$ cat src/rtl/frog_game_core.sv
// Frogger playfield core: car rows, frog movement, collisions, lives, outcome.
// Ports: frame_clk/Reset, up/down/left/right keys; FrogX/FrogY, Car_X/Car_Y,
//        Car_Collision, dead_frog, frog_lives, win_game, lose_game.
module frog_game_core #(
    parameter int FROG_X_START = 320,
    parameter int NUM_CARS     = 4,
    parameter int GAP          = 80,
    parameter int SPEED [4]    = '{10, 7, 3, 1},
    parameter int DIR   [4]    = '{1, 0, 1, 0},
    parameter int ROW_Y [4]    = '{400, 360, 320, 280}
) (
    input  logic                   frame_clk,
    input  logic                   Reset,
    input  logic                   up,
    input  logic                   down,
    input  logic                   left,
    input  logic                   right,
    output logic [10:0]            FrogX,
    output logic [10:0]            FrogY,
    output logic [3:0][3:0][10:0]  Car_X,
    output logic [3:0][10:0]       Car_Y,
    output logic [3:0]             Car_Collision,
    output logic                   dead_frog,
    output logic [1:0]             frog_lives,
    output logic                   win_game,
    output logic                   lose_game
);

    localparam logic [10:0] START_X = 11'(FROG_X_START);
    localparam logic [10:0] START_Y = 11'd440;

    // Car rows: one wrapping base register per row, cars at fixed offsets.
    for (genvar r = 0; r < 4; r++) begin : g_row
        localparam logic [10:0] SPD = 11'(SPEED[r]);
        localparam logic [10:0] RY  = 11'(ROW_Y[r]);

        logic [10:0] base;
        logic [10:0] inc;
        logic [10:0] dec;
        logic [10:0] nxt;
        logic [3:0]  hit;

        assign inc = base + SPD;
        assign dec = (base < SPD) ? base + 11'd640 - SPD : base - SPD;
        assign nxt = (DIR[r] != 0)
                   ? ((inc >= 11'd640) ? inc - 11'd640 : inc)
                   : dec;

        always_ff @(posedge frame_clk or negedge Reset) begin
            if (!Reset) base <= '0;
            else        base <= nxt;
        end

        for (genvar k = 0; k < 4; k++) begin : g_car
            if (k < NUM_CARS) begin : g_used
                localparam logic [10:0] OFS = 11'(k * (40 + GAP));
                logic [10:0] raw;
                logic [10:0] cx;
                assign raw = base + OFS;
                assign cx  = (raw >= 11'd640) ? raw - 11'd640 : raw;
                assign Car_X[r][k] = cx;
                // No wrap-side test: a car straddling X=640 only hits on-screen.
                assign hit[k] = (FrogX < cx + 11'd40) && (cx < FrogX + 11'd40);
            end else begin : g_unused
                assign Car_X[r][k] = '0;
                assign hit[k] = 1'b0;
            end
        end

        assign Car_Y[r]         = RY;
        assign Car_Collision[r] = (FrogY == RY) && (|hit);
    end

    // Keys packed {up, down, left, right}; bit order is also move priority.
    logic [3:0]  keys;
    logic [3:0]  key_prev;
    logic [3:0]  rise;
    logic [10:0] mv_x;
    logic [10:0] mv_y;
    logic        mv_ok;

    assign keys = {up, down, left, right};
    assign rise = keys & ~key_prev;

    always_comb begin
        mv_x  = FrogX;
        mv_y  = FrogY;
        mv_ok = 1'b0;
        priority case (1'b1)
            rise[3]: if (FrogY >= 11'd80) begin
                mv_y  = FrogY - 11'd40;
                mv_ok = 1'b1;
            end
            rise[2]: if (FrogY <= 11'd400) begin
                mv_y  = FrogY + 11'd40;
                mv_ok = 1'b1;
            end
            rise[1]: if (FrogX >= 11'd40) begin
                mv_x  = FrogX - 11'd40;
                mv_ok = 1'b1;
            end
            rise[0]: if (FrogX <= 11'd560) begin
                mv_x  = FrogX + 11'd40;
                mv_ok = 1'b1;
            end
            default: ;
        endcase
    end

    always_ff @(posedge frame_clk or negedge Reset) begin
        if (!Reset) begin
            key_prev   <= '0;
            FrogX      <= START_X;
            FrogY      <= START_Y;
            dead_frog  <= 1'b0;
            frog_lives <= 2'd3;
            win_game   <= 1'b0;
            lose_game  <= 1'b0;
        end else begin
            key_prev  <= keys;
            dead_frog <= 1'b0;
            if (!win_game && !lose_game) begin
                // A kill overrides any key move taken on the same edge.
                if (|Car_Collision) begin
                    dead_frog <= 1'b1;
                    FrogX     <= START_X;
                    FrogY     <= START_Y;
                    if (frog_lives != 2'd0)
                        frog_lives <= frog_lives - 2'd1;
                    if (frog_lives <= 2'd1)
                        lose_game <= 1'b1;
                end else if (mv_ok) begin
                    FrogX <= mv_x;
                    FrogY <= mv_y;
                    if (mv_y == 11'd40)
                        win_game <= 1'b1;
                end
            end
        end
    end

endmodule

$ cat config.mk
export PLATFORM = sky130hd
export DESIGN_NAME = frog_game_core
export DESIGN_NICKNAME = d
export VERILOG_FILES = /design/src/rtl/frog_game_core.sv
export SDC_FILE = /design/constraint.sdc
export NUM_CORES = 1
export LEC_CHECK = 0
export CAP_MARGIN = 25
export CORE_MARGIN = 3
export CORE_UTILIZATION = 56
export DETAILED_ROUTE_END_ITERATION = 8
export PLACE_DENSITY = 0.95
export SLEW_MARGIN = 25
export SYNTH_ARGS = -nofsm -noshare
export SYNTH_HDL_FRONTEND = slang
export SYNTH_SLANG_ARGS = --single-unit
$ cat constraint.sdc
create_clock -name frame_clk -period 6.1 [get_ports frame_clk]
set_clock_uncertainty 0.15 [all_clocks]
set_input_delay 1.22 -clock frame_clk [delete_from_list [all_inputs] [get_ports frame_clk]]
set_output_delay 1.22 -clock frame_clk [all_outputs]
set_load 0.02 [all_outputs]
# Word level (Yosys, flattened, before mapping)
# Index checks and enable logic that the tools add are counted.
[totals] output_inout_bits=251 in_bits=6 n_memories=0 elab_cells=219 latchBits=0 ramBits=0 romBits=0 register_bits=75
[classes] reduce_logical=37 div_mod_pow=0 muxes=44 add_sub_neg=59 bitwise_logic=3 shift=0 magnitude_cmp=57 n_eq_ne=8 multipliers=0
[ops] cell="11-bit two-way mux" count=34
[ops] cell="11-bit less-than comparator" count=32
[ops] cell="11-bit by 6-bit adder with 11-bit output, second input constant" count=18
[ops] cell="11-bit by 10-bit greater-or-equal comparator with 1-bit output, second input constant" count=18
[ops] cell="11-bit by 10-bit subtractor with 11-bit output, second input constant" count=18
[ops] cell="11-bit by 7-bit adder with 11-bit output, second input constant" count=4
[ops] cell="11-bit by 8-bit adder with 11-bit output, second input constant" count=4
[ops] cell="11-bit by 9-bit adder with 11-bit output, second input constant" count=4
[ops] cell="11-bit by 9-bit == test with 1-bit output, second input constant" count=4
[ops] cell="11-bit by 10-bit adder with 11-bit output, second input constant" count=2
[ops] cell="11-bit by 1-bit subtractor with 11-bit output, second input constant" count=2
[ops] cell="11-bit by 3-bit subtractor with 11-bit output, second input constant" count=2
[ops] cell="11-bit by 6-bit subtractor with 11-bit output, second input constant" count=2
[ops] cell="1-bit logical AND" count=21
[ops] cell="4-bit OR reduction" count=5
[ops] cell="11-bit by 2-bit adder with 11-bit output, second input constant" count=1
[ops] cell="11-bit by 4-bit adder with 11-bit output, second input constant" count=1
[ops] cell="11-bit by 6-bit == test with 1-bit output, second input constant" count=1
[ops] cell="11-bit by 6-bit greater-or-equal comparator with 1-bit output, second input constant" count=1
[ops] cell="11-bit by 7-bit greater-or-equal comparator with 1-bit output, second input constant" count=1
[ops] cell="11-bit by 10-bit less-or-equal comparator with 1-bit output, second input constant" count=1
[ops] cell="11-bit by 9-bit less-or-equal comparator with 1-bit output, second input constant" count=1
[ops] cell="11-bit by 1-bit less-than comparator with 1-bit output, second input constant" count=1
[ops] cell="11-bit by 3-bit less-than comparator with 1-bit output, second input constant" count=1
[ops] cell="15 further kinds" count=29

# Longest topological paths before layout
# Gate-level depths: netlist of the first run.
[logic_depth] word_depth=11 depth_mapped=25 depth_no_buf=24

# Worst setup path after synthesis of the first run
# OpenSTA, ideal clock, no wires.
[synth_path] path_type="register to output" from="register g_row[3].base[3]" to="output port Car_Collision[3]" path_stages_with_launch=18 arrival_ns=4.950 required_ns=4.730 n_path_buf=1 setup_slack_ns=-0.220 path_cell_list="dfrtp_1 buf_4 inv_1 ha_1 nand2_1 xnor2_1 ha_1 nand2_1 o41ai_1 a21boi_0 xnor2_1 nand4_1 xor2_1 ha_1 and4_2 a221o_1 or4_1 a41oi_2"
[synth_lines] item="start, declared" line_no="37" rtl="logic [10:0] base;"
[synth_lines] item="start signal, assigned" line_no="51" rtl="else base <= nxt;"
[synth_lines] item="end, declared" line_no="22" rtl="output logic [3:0] Car_Collision,"

# Worst setup path in the final report of the first run
[layout_path] from="register g_row[0].base[3]" to="output port Car_Collision[0]"
[layout_via] elab_chain_len=8 word_cells_on_any_way=33 classes_between="add/sub: 11; order compare: 12; mux: 4; reduce/logical: 6"
[layout_rtl] item="start, declared" line_no="37"
[layout_rtl] item="start signal, assigned" line_no="51"
[layout_rtl] item="11-bit by 7-bit adder with 11-bit output, or another cell as far along" line_no="59" rtl="assign raw = base + OFS;"
[layout_rtl] item="11-bit by 10-bit subtractor with 11-bit output or 11-bit by 10-bit greater-or-equal comparator with 1-bit output (tied branches)" line_no="60" rtl="assign cx = (raw >= 11'd640) ? raw - 11'd640 : raw;"
[layout_rtl] item="11-bit two-way mux" line_no="60"
[layout_rtl] item="11-bit by 6-bit adder with 11-bit output" line_no="63" rtl="assign hit[k] = (FrogX < cx + 11'd40) && (cx < FrogX + 11'd40);"
[layout_rtl] item="11-bit less-than comparator" line_no="63"
[layout_rtl] item="1-bit logical AND" line_no="63"
[layout_rtl] item="4-bit OR reduction (*)" line_no="71" rtl="assign Car_Collision[r] = (FrogY == RY) && (|hit);"
[layout_rtl] item="1-bit logical AND (*)" line_no="71"
# Every way passes the cells marked *; elsewhere a longest branch is shown, timed or not.

==> results_dict.tcl, run 1 <==
set metrics [dict create \
    grt_pass1_vias 15200 \
    post-route-period-util 1.06 \
    slew_violations 0 \
    viasPerCell 6.48 \
    avgRoutedWirePerCell_um 21.2 \
    core_mm2 0.0262 \
    grt_remaining_overflow 0 \
    criticalPathCategory "reg2out" \
    clk_latency_ns 0.35 \
    grt_pass1_wl_mm 74.5 \
    root_buffer "clkbuf_16" \
    slew-limit-headroom 0.357 \
    first_pass_iters 9 \
    syn_avg_cell_area_um2 8.11 \
    drt-total-wl_mm 51.6 \
    cts_tree "yes" \
    die-area_mm2 0.0288 \
    leakage_nw 8.65 \
    max_stage_delay_ns 0.47 \
    syn2layout_area_growth_pct 23.0 \
    grt_max_degree 65 \
    synth_area_mm2 0.0150 \
    cp_top_family "compound AO/OA/AOI/OAI gates" \
    seq_area_frac_synth 0.114 \
    clkTransAtPathRegs_ns 0.07 \
    final_area_mm2 0.0185 \
    crit_buf_inv 5 \
    most-common-layout-cells "329 x ha_1, 197 x clkdlybuf4s50_1, 148 x buf_4" \
    layout_setup_ws_ns -0.377 \
    async_reset_ff_frac 1.00 \
    arrival_ns 5.11 \
    start_util 0.573 \
    vias 15800 \
    hpwl_mm 36.8 \
    nets 2437 \
    num_rows 59 \
    globalplace.congestion 0.993 \
    cts_buffers 9 \
    antenna_found_initial 0 \
    crit_required_ns 4.73 \
    cts.sinks 68 \
    maxCapViolCount 0 \
    drive_gt1_frac 0.147 \
    setup_violations 2 \
    yosys_warnings 0 \
    cpMaxStageDelayCell "or3_1" \
    rsz0062_at_grt "true" \
    fin_hold_ws_ns 0.395 \
    powerDensity_mw_per_mm2 252 \
    mostFrequentLayoutCell "ha_1" \
    crit_path_max_fanout 15 \
    portBuffers 202 \
    fmax_mhz 154 \
    io_pins 257 \
    worstMarginPinSlew_ns 0.964 \
    end_kind "output port" \
    finalCriticalPeriod_ns 6.48 \
    clock_path_buffers 2 \
    holdBufCountCts 0 \
    peakVddDrop_mv 0.220 \
    final_antenna_net_count 0 \
    crit_chain "buf_4 > ha_2 > or3_1 > xnor2_2 > ha_1 > nand4_1 > o21ai_2 > buf_4 > nand3_1 > o32ai_1 > buf_4 > xnor2_1 > ha_1 > o211ai_1 > o211ai_1 > nand2_1 > o31ai_4 > inv_1 > buf_2" \
    crit_path_frequent_cell "buf_4" \
    status "complete, but fails checks" \
    track_usage 0.313 \
    htreeDepth 3 \
    hold_path_class "reg2reg" \
    synth_seq_cells 68 \
    yosysUniqueCellTypes 100 \
    die_w_um 170 \
    drt_iter0_drc 1964 \
    drcViolationCount 0 \
    violations "negative setup slack" \
    die_y_um 170 \
    ys.flop_type "dfrtp_1" \
    synth_edf_count 0 \
    finalHoldViolCount 0 \
    post_dp_cell_area_mm2 0.0175 \
    syn-instance-count 1853 \
    cp-start-kind "flop" \
]
## synthesized netlist by cell type (6+ instances only)
master	n	area (um^2)
a211o_1	8	70.1
a211oi_1	20	150
a21o_1	18	135
a21oi_1	114	571
a31oi_1	16	100
and2_1	6	37.5
and3_1	8	50.1
and4_1	6	52.6
buf_2	19	95.1
buf_4	124	931
clkbuf_1	23	86.3
dfrtp_1	59	1480
dfstp_2	9	236
ha_1	340	4250
inv_1	126	473
mux2_2	8	90.1
mux2i_1	22	220
nand2_1	126	473
nand2b_1	18	113
nand3_1	68	340
nand4_1	27	169
nor2_1	111	417
nor2b_1	17	106
nor3_1	44	220
nor3b_1	6	45.0
nor4_1	13	81.3
o211ai_1	22	165
o21a_1	17	128
o21ai_0	76	380
o22ai_1	12	75.1
o31ai_1	9	67.6
or3_1	14	87.6
xnor2_1	163	1430
xor2_1	53	464
## logic make-up after synthesis
family,Yosys count,synth area share
flops,68,0.114
buf+inv,302,0.110
other cells,2,0.000500
mux,30,0.0207
simple gates,499,0.167
fa+ha+maj,340,0.283
xor+xnor,221,0.131
compound gates,391,0.174
## final timing paths
| kind | start | end | slack, ns | cells after the start |
|---|---|---|---|---|
| setup / recovery | g_row[0].base[3] | Car_Collision[0] | -0.38 | 19 |
| hold / removal | frog_lives[0] | frog_lives[0] | 0.40 | 2 |
| setup reg to reg | g_row[1].base[4] | FrogY[4] | 0.30 | 23 |
| hold reg to reg | frog_lives[0] | frog_lives[0] | 0.40 | 2 |
| max in group asynchronous | Reset | g_row[1].base[6] | 4.09 | 2 |
| min in group asynchronous | Reset | g_row[3].base[7] | 0.51 | 1 |
## worst min-delay path, delay by kind of cell, from the launching register on
kind / cells / cell delay, ns
xor gates and xnor gates: 1 / 0.08
buffers and inverters: 1 / 0.08
DFF: 1 / 0.38
## layout make-up
class,instances,area [um^2]
antenna,1,2.50
fill,1807,7730
inverter,130,499
multi-input combinational,1535,12400
clock inverter,4,51.3
clock buffer,12,236
tap,335,419
sequential,68,1720
timing repair buffer,347,3100
## state kept, by name, summed over array words and instances (netlist names)
register	flops
FrogY	8
dead_frog	1
lose_game	1
win_game	1
frog_lives	2
FrogX	8
g_row.base	43
key_prev	4
## metal layers
layer  global-route usage  routed length (um)  vias up
met1                0.371               19100     7389
met3               0.0566                4950      360
met2                0.538               24200     1122
met4                0.164                3360        0
met5                    0                   0        -
li1                     -                   -     6888
## report_power, final
part,switching [mW],internal (mW)
Combinational,2.07,1.35
Clock,0.236,0.318
Sequential,0.156,0.520
Total,2.46,2.19
## stage by stage
step	utilization	total power, mW	TNS [ns]	cells	worst slack, ns
2_1_floorplan	-	2.77	0	1905	0.0404
3_3_place_gp	0.669	3.61	0	2399	0.0473
3_5_place_dp	0.669	3.82	-0.573	2399	-0.199
4_1_cts	0.684	4.42	-0.0146	2417	-0.0146
5_1_grt	0.705	4.97	-0.764	2431	-0.445
6_report	0.705	4.66	-0.395	2432	-0.377
## what timing repair did
item | CTS | global route
resized for setup | 37 | 94
endpoints found under the setup margin | 4 | 4
setup buffers | 2 | 14
cloned | 0 | 0
pin swaps | 4 | 30
(Power assumes the default switching activity.)
==> run 2: changes to the inputs <==
--- a/config.mk
+++ b/config.mk
@@ -6,10 +6,12 @@
 export NUM_CORES = 1
 export LEC_CHECK = 0
 export CAP_MARGIN = 25
+export CELL_PAD_IN_SITES_DETAIL_PLACEMENT = 0
+export CELL_PAD_IN_SITES_GLOBAL_PLACEMENT = 1
 export CORE_MARGIN = 3
-export CORE_UTILIZATION = 56
+export CORE_UTILIZATION = 41
 export DETAILED_ROUTE_END_ITERATION = 8
-export PLACE_DENSITY = 0.95
+export PLACE_DENSITY = 0.94
 export SLEW_MARGIN = 25
 export SYNTH_ARGS = -nofsm -noshare
 export SYNTH_HDL_FRONTEND = slang
==> run 2 against run 1 <==
Effect of this change:
- the run now ends clean
- register-to-register slack improved by 0.15 ns
- count of clock-buffer cells in the layout fell by 2
- die area rose by 35%
- sequential share of layout area fell by 0.052 points
- first-iteration DRC count fell by 51%
- critical path type unchanged
==> results_dict.tcl, run 2 (synthesized netlist as in run 1, its figures left out) <==
set metrics [dict create \
    root_buffer "clkbuf_16" \
    num_rows 69 \
    vias 14400 \
    portBuffers 202 \
    antennaDiodeCount 0 \
    leakage_nw 8.67 \
    instances_no_fill 2563 \
    multi_input_area_mm2 0.0123 \
    grt_pass1_wl_mm 76.1 \
    cts_buffers 9 \
    crit_required_ns 4.73 \
    r2r_slack_ns 0.45 \
    final_antenna_net_count 0 \
    slew_violations 0 \
    fillCellCount 3289 \
    setup_violations 0 \
    die_w_um 197 \
    hold_depth 1 \
    regMostFlops "g_row.base" \
    grt_remaining_overflow 0 \
    peakVddDrop_mv 0.229 \
    cts.sinks 68 \
    syn2layout_area_growth_pct 23.5 \
    hold_path_end "lose_game" \
    nets 2443 \
    reg_top3 "g_row.base (43), FrogX (8), FrogY (8)" \
    slew-limit-headroom 0.474 \
    status "complete, no violations" \
    holdBufCountCts 0 \
    core_mm2 0.0358 \
    drcViolationCount 0 \
    cp-start-kind "flop" \
    area.sequential_mm2 0.00172 \
    drt_iter0_drc 957 \
    worstReg2RegEnd "FrogY[4]" \
    io_pins 257 \
    finalHoldViolCount 0 \
    most-common-layout-cells "336 x ha_1, 197 x clkdlybuf4s50_1, 151 x buf_4" \
    fmax_mhz 168 \
    maxCapViolCount 0 \
    reg2reg_from "g_row[2].base[0]" \
    arrival_ns 4.57 \
    globalplace.congestion 0.968 \
    hp-start "lose_game" \
    htreeDepth 3 \
    drive_gt1_frac 0.140 \
    viasPerCell 5.61 \
    start_util 0.419 \
    cts_tree "yes" \
    finalPower_mw 4.61 \
    crit_path_max_fanout 4 \
    dp.cells 2545 \
    mostFrequentLayoutCell "ha_1" \
    clock_path_buffers 2 \
    largest_register_ff_count 43 \
    clkTransAtPathRegs_ns 0.07 \
    post-route-period-util 0.974 \
    grt_max_degree 69 \
    first_pass_iters 7 \
    track_usage 0.241 \
    grt_pass1_vias 14300 \
    hpwl_mm 37.3 \
    avgRoutedWirePerCell_um 18.8 \
    clk_latency_ns 0.35 \
    worstMarginPinSlew_ns 0.785 \
    finalCriticalPeriod_ns 5.94 \
    die_y_um 197 \
    r2r_cells 19 \
    die-area_mm2 0.0390 \
    end_kind "output port" \
    criticalPathCategory "reg2out" \
    drt-total-wl_mm 48.1 \
    powerDensity_mw_per_mm2 249 \
    antenna_found_initial 0 \
    hold_path_class "reg2reg" \
]
[run 2: area by class of cell]
class	instances	share of cell area
multi-input combinational	1535	0.661
timing repair buffer	353	0.171
sequential	68	0.0925
tap	461	0.0311
inverter	130	0.0267
clock buffer	10	0.0129
clock inverter	6	0.00513
[run 2: report_power, final]
group | total [mW] | switching [mW] | internal (mW) | leakage (nW)
clock | 0.620 | 0.247 | 0.373 | 0.163
combinational | 3.34 | 2.00 | 1.34 | 7.72
sequential | 0.646 | 0.126 | 0.520 | 0.793
[run 2: worst max-delay path by stage]
stage	depth (start not counted)	slack [ns]	from	end
CTS	19	-0.02	g_row[3].base[4]	Car_Collision[3]
global placement	20	0.03	g_row[3].base[4]	Car_Collision[3]
global route	18	-0.04	g_row[3].base[3]	Car_Collision[3]
finish	21	0.16	g_row[1].base[4]	Car_Collision[1]
detailed placement	19	-0.15	g_row[3].base[4]	Car_Collision[3]
floorplan	21	0.04	g_row[0].base[4]	Car_Collision[0]
[run 2: per-layer routing]
metal / track usage / vias to the layer above / wire length, um
met5: 0 / - / 0
met4: 0.0795 / 0 / 1450
met3: 0.0440 / 103 / 3190
met2: 0.410 / 494 / 22700
met1: 0.310 / 6888 / 20800
li1: - / 6905 / -
[run 2: through the flow]
| stage | instance area, um^2 | hold WS (ns) | setup TNS (ns) | setup slack [ns] | util |
|---|---|---|---|---|---|
| after global routing | 18600 | 0.402 | -0.0791 | -0.0396 | 0.518 |
| after detailed placement | 17900 | 0.347 | -0.255 | -0.151 | 0.499 |
| after global placement | 17900 | 0.328 | 0 | 0.0293 | 0.499 |
| after CTS | 18300 | 0.367 | -0.0166 | -0.0166 | 0.511 |
| final | 18600 | 0.370 | 0 | 0.156 | 0.518 |
| after floorplan | 15300 | 0.359 | 0 | 0.0404 | - |
[run 2: what timing repair did]
| item | in CTS | in global routing |
|---|---|---|
| pin swaps | 3 | 14 |
| setup buffers | 1 | 1 |
| setup endpoints to repair | 4 | 4 |
| resized for setup | 28 | 62 |
[run 2: critical path, cell delays in order, from the launching register on]
cell and delay, ns:
dfrtp_1 0.38, inv_2 0.09, ha_2 0.20, or3b_4 0.40
nand2_1 0.09, xnor2_1 0.07, inv_1 0.11, ha_1 0.15
nand2_1 0.06, o41a_1 0.40, o21ai_2 0.23, mux2i_2 0.31
nor2b_1 0.10, nand2_1 0.09, xor2_1 0.17, ha_1 0.26
o21ai_0 0.13, o21ai_0 0.10, a211o_1 0.29, nand4_1 0.21
and2_4 0.21, buf_4 0.14
==> run 3: changes to the inputs <==
--- a/config.mk
+++ b/config.mk
@@ -8,7 +8,7 @@
 export CAP_MARGIN = 25
 export CELL_PAD_IN_SITES_DETAIL_PLACEMENT = 0
 export CELL_PAD_IN_SITES_GLOBAL_PLACEMENT = 1
-export CORE_MARGIN = 3
+export CORE_MARGIN = 2
 export CORE_UTILIZATION = 41
 export DETAILED_ROUTE_END_ITERATION = 8
 export PLACE_DENSITY = 0.94
==> run 3 against run 2 <==
Effect of this change:
- sequential power rose by 1%
- via count rose by 0.83%
- first-iteration DRC count fell by 8.7%
- largest cell class unchanged
- critical path depth fell by 3
- setup slack got worse by 0.028 ns
- combinational power barely moved
- routed wire length rose by 0.94%
- fmax fell by 0.47%
- hold slack improved by 0.014 ns
- utilization fell by 0.28 points
- final cell count rose by 1.0%
- die area fell by 2.0%
==> results_dict.tcl, run 3 (synthesized netlist as in run 1, its figures left out) <==
set metrics [dict create \
    htreeDepth 3 \
    mostFrequentLayoutCell "ha_1" \
    cts.sinks 68 \
    hp-start "lose_game" \
    criticalPathCategory "reg2out" \
    final_antenna_net_count 0 \
    fillCellCount 3331 \
    antenna_found_initial 0 \
    cts_tree "yes" \
    grt_max_degree 69 \
    finalPower_mw 4.61 \
    vias 14500 \
    drt_iter0_drc 874 \
    drt-total-wl_mm 48.6 \
    viasPerCell 5.60 \
    fmax_mhz 167 \
    most-common-layout-cells "334 x ha_1, 197 x clkdlybuf4s50_1, 169 x buf_4" \
    arrival_ns 4.60 \
    dp.cells 2558 \
    finalCriticalPeriod_ns 5.97 \
    globalplace.congestion 0.933 \
    die_y_um 195 \
    hold_path_class "reg2reg" \
    start_util 0.413 \
    portBuffers 202 \
    grt_pass1_vias 14200 \
    drcViolationCount 0 \
    regMostFlops "g_row.base" \
    maxCapViolCount 0 \
    core_mm2 0.0363 \
    hold_depth 1 \
    holdBufCountCts 0 \
    antennaDiodeCount 0 \
    die_w_um 195 \
    worstMarginPinSlew_ns 0.963 \
    die-area_mm2 0.0382 \
    status "complete, no violations" \
    track_usage 0.246 \
    pre_cts_ws_ns -0.141 \
    clk_latency_ns 0.37 \
    layout_setup_ws_ns 0.128 \
    crit_required_ns 4.73 \
    crit_chain "buf_4 > buf_4 > nor3_1 > xnor2_2 > ha_1 > nand3_1 > o31ai_1 > inv_1 > o21ai_1 > mux2_2 > ha_1 > and4_1 > a211o_1 > a221oi_1 > o211ai_1 > nand4_1 > and2_4 > buf_4" \
    cts_buffers 9 \
    peakVddDrop_mv 0.192 \
    num_rows 70 \
    setup_violations 0 \
    area.sequential_mm2 0.00172 \
    first_pass_iters 5 \
    largest_register_ff_count 43 \
    r2r_cells 24 \
    crit_path_max_fanout 5 \
    final_util 0.515 \
    grt_remaining_overflow 0 \
    powerDensity_mw_per_mm2 246 \
    reg_top3 "g_row.base (43), FrogX (8), FrogY (8)" \
    leakage_nw 8.75 \
    syn2layout_area_growth_pct 24.6 \
    slew-limit-headroom 0.355 \
    crit_path_frequent_cell "buf_4" \
    grt_pass1_wl_mm 75.3 \
    io_pins 257 \
    clkTransAtPathRegs_ns 0.07 \
    clock_path_buffers 2 \
    instances_no_fill 2589 \
    post-route-period-util 0.979 \
    worstReg2RegEnd "FrogX[4]" \
    multi_input_area_mm2 0.0123 \
    hold_path_end "lose_game" \
    cp-start-kind "flop" \
    root_buffer "clkbuf_16" \
    fin_hold_ws_ns 0.384 \
    nets 2462 \
    cpMaxStageDelayCell "dfrtp_1" \
    hpwl_mm 37.0 \
    drive_gt1_frac 0.149 \
    avgRoutedWirePerCell_um 18.8 \
    max_stage_delay_ns 0.41 \
    reg2reg_from "g_row[2].base[4]" \
    finalHoldViolCount 0 \
    end_kind "output port" \
    slew_violations 0 \
    r2r_slack_ns 0.74 \
]
## run 3: where the power goes
group | internal, mW | switching [mW] | total, mW
Sequential | 0.520 | 0.135 | 0.655
Clock | 0.373 | 0.254 | 0.627
Combinational | 1.32 | 2.01 | 3.33
Total | 2.21 | 2.40 | 4.61
## run 3: per-stage QoR
stage	area, um^2	TNS, ns
after floorplan	15300	0
after global routing	18700	-0.111
after global placement	17900	0
after detailed placement	17900	-0.391
final	18700	0
after CTS	18400	0
## run 3: routing by layer
layer | global-route usage | share of wire | up-vias
met3 | 0.0435 | 0.060 | 138
met1 | 0.309 | 0.43 | 6932
met2 | 0.413 | 0.46 | 509
li1 | - | - | 6930
met5 | 0 | 0 | -
met4 | 0.111 | 0.043 | 0
## run 3: worst max path at each step
stage | from | cells past startpoint | endpoint
after floorplan | g_row[0].base[4] | 21 | Car_Collision[0]
after global placement | g_row[1].base[4] | 19 | Car_Collision[1]
after detailed placement | g_row[3].base[4] | 19 | Car_Collision[3]
after CTS | g_row[1].base[4] | 21 | Car_Collision[1]
after global routing | g_row[1].base[4] | 20 | Car_Collision[1]
final | g_row[1].base[4] | 18 | Car_Collision[1]
## run 3: critical path: cells and delay by family (launching register included)
| family | cells | cell delay [ns] |
|---|---|---|
| compound gates | 5 | 1.23 |
| xor+xnor | 1 | 0.18 |
| flops | 1 | 0.41 |
| simple gates | 5 | 0.96 |
| buf+inv | 4 | 0.55 |
| mux | 1 | 0.40 |
| fa+ha+maj | 2 | 0.50 |
## run 3: repair_timing
action | 4_1_cts | 5_1_grt
setup buffers | 1 | 14
pin swaps | 0 | 24
endpoints found under the setup margin | 4 | 4
resized for setup | 25 | 69
## run 3: area by class of cell
type / instances / share of cell area
clock buffers: 10 / 0.0128
clock inverters: 6 / 0.00508
inverters: 130 / 0.0265
multi-input cells: 1535 / 0.655
flip-flops and latches: 68 / 0.0917
well taps: 468 / 0.0313
repair buffers: 372 / 0.178
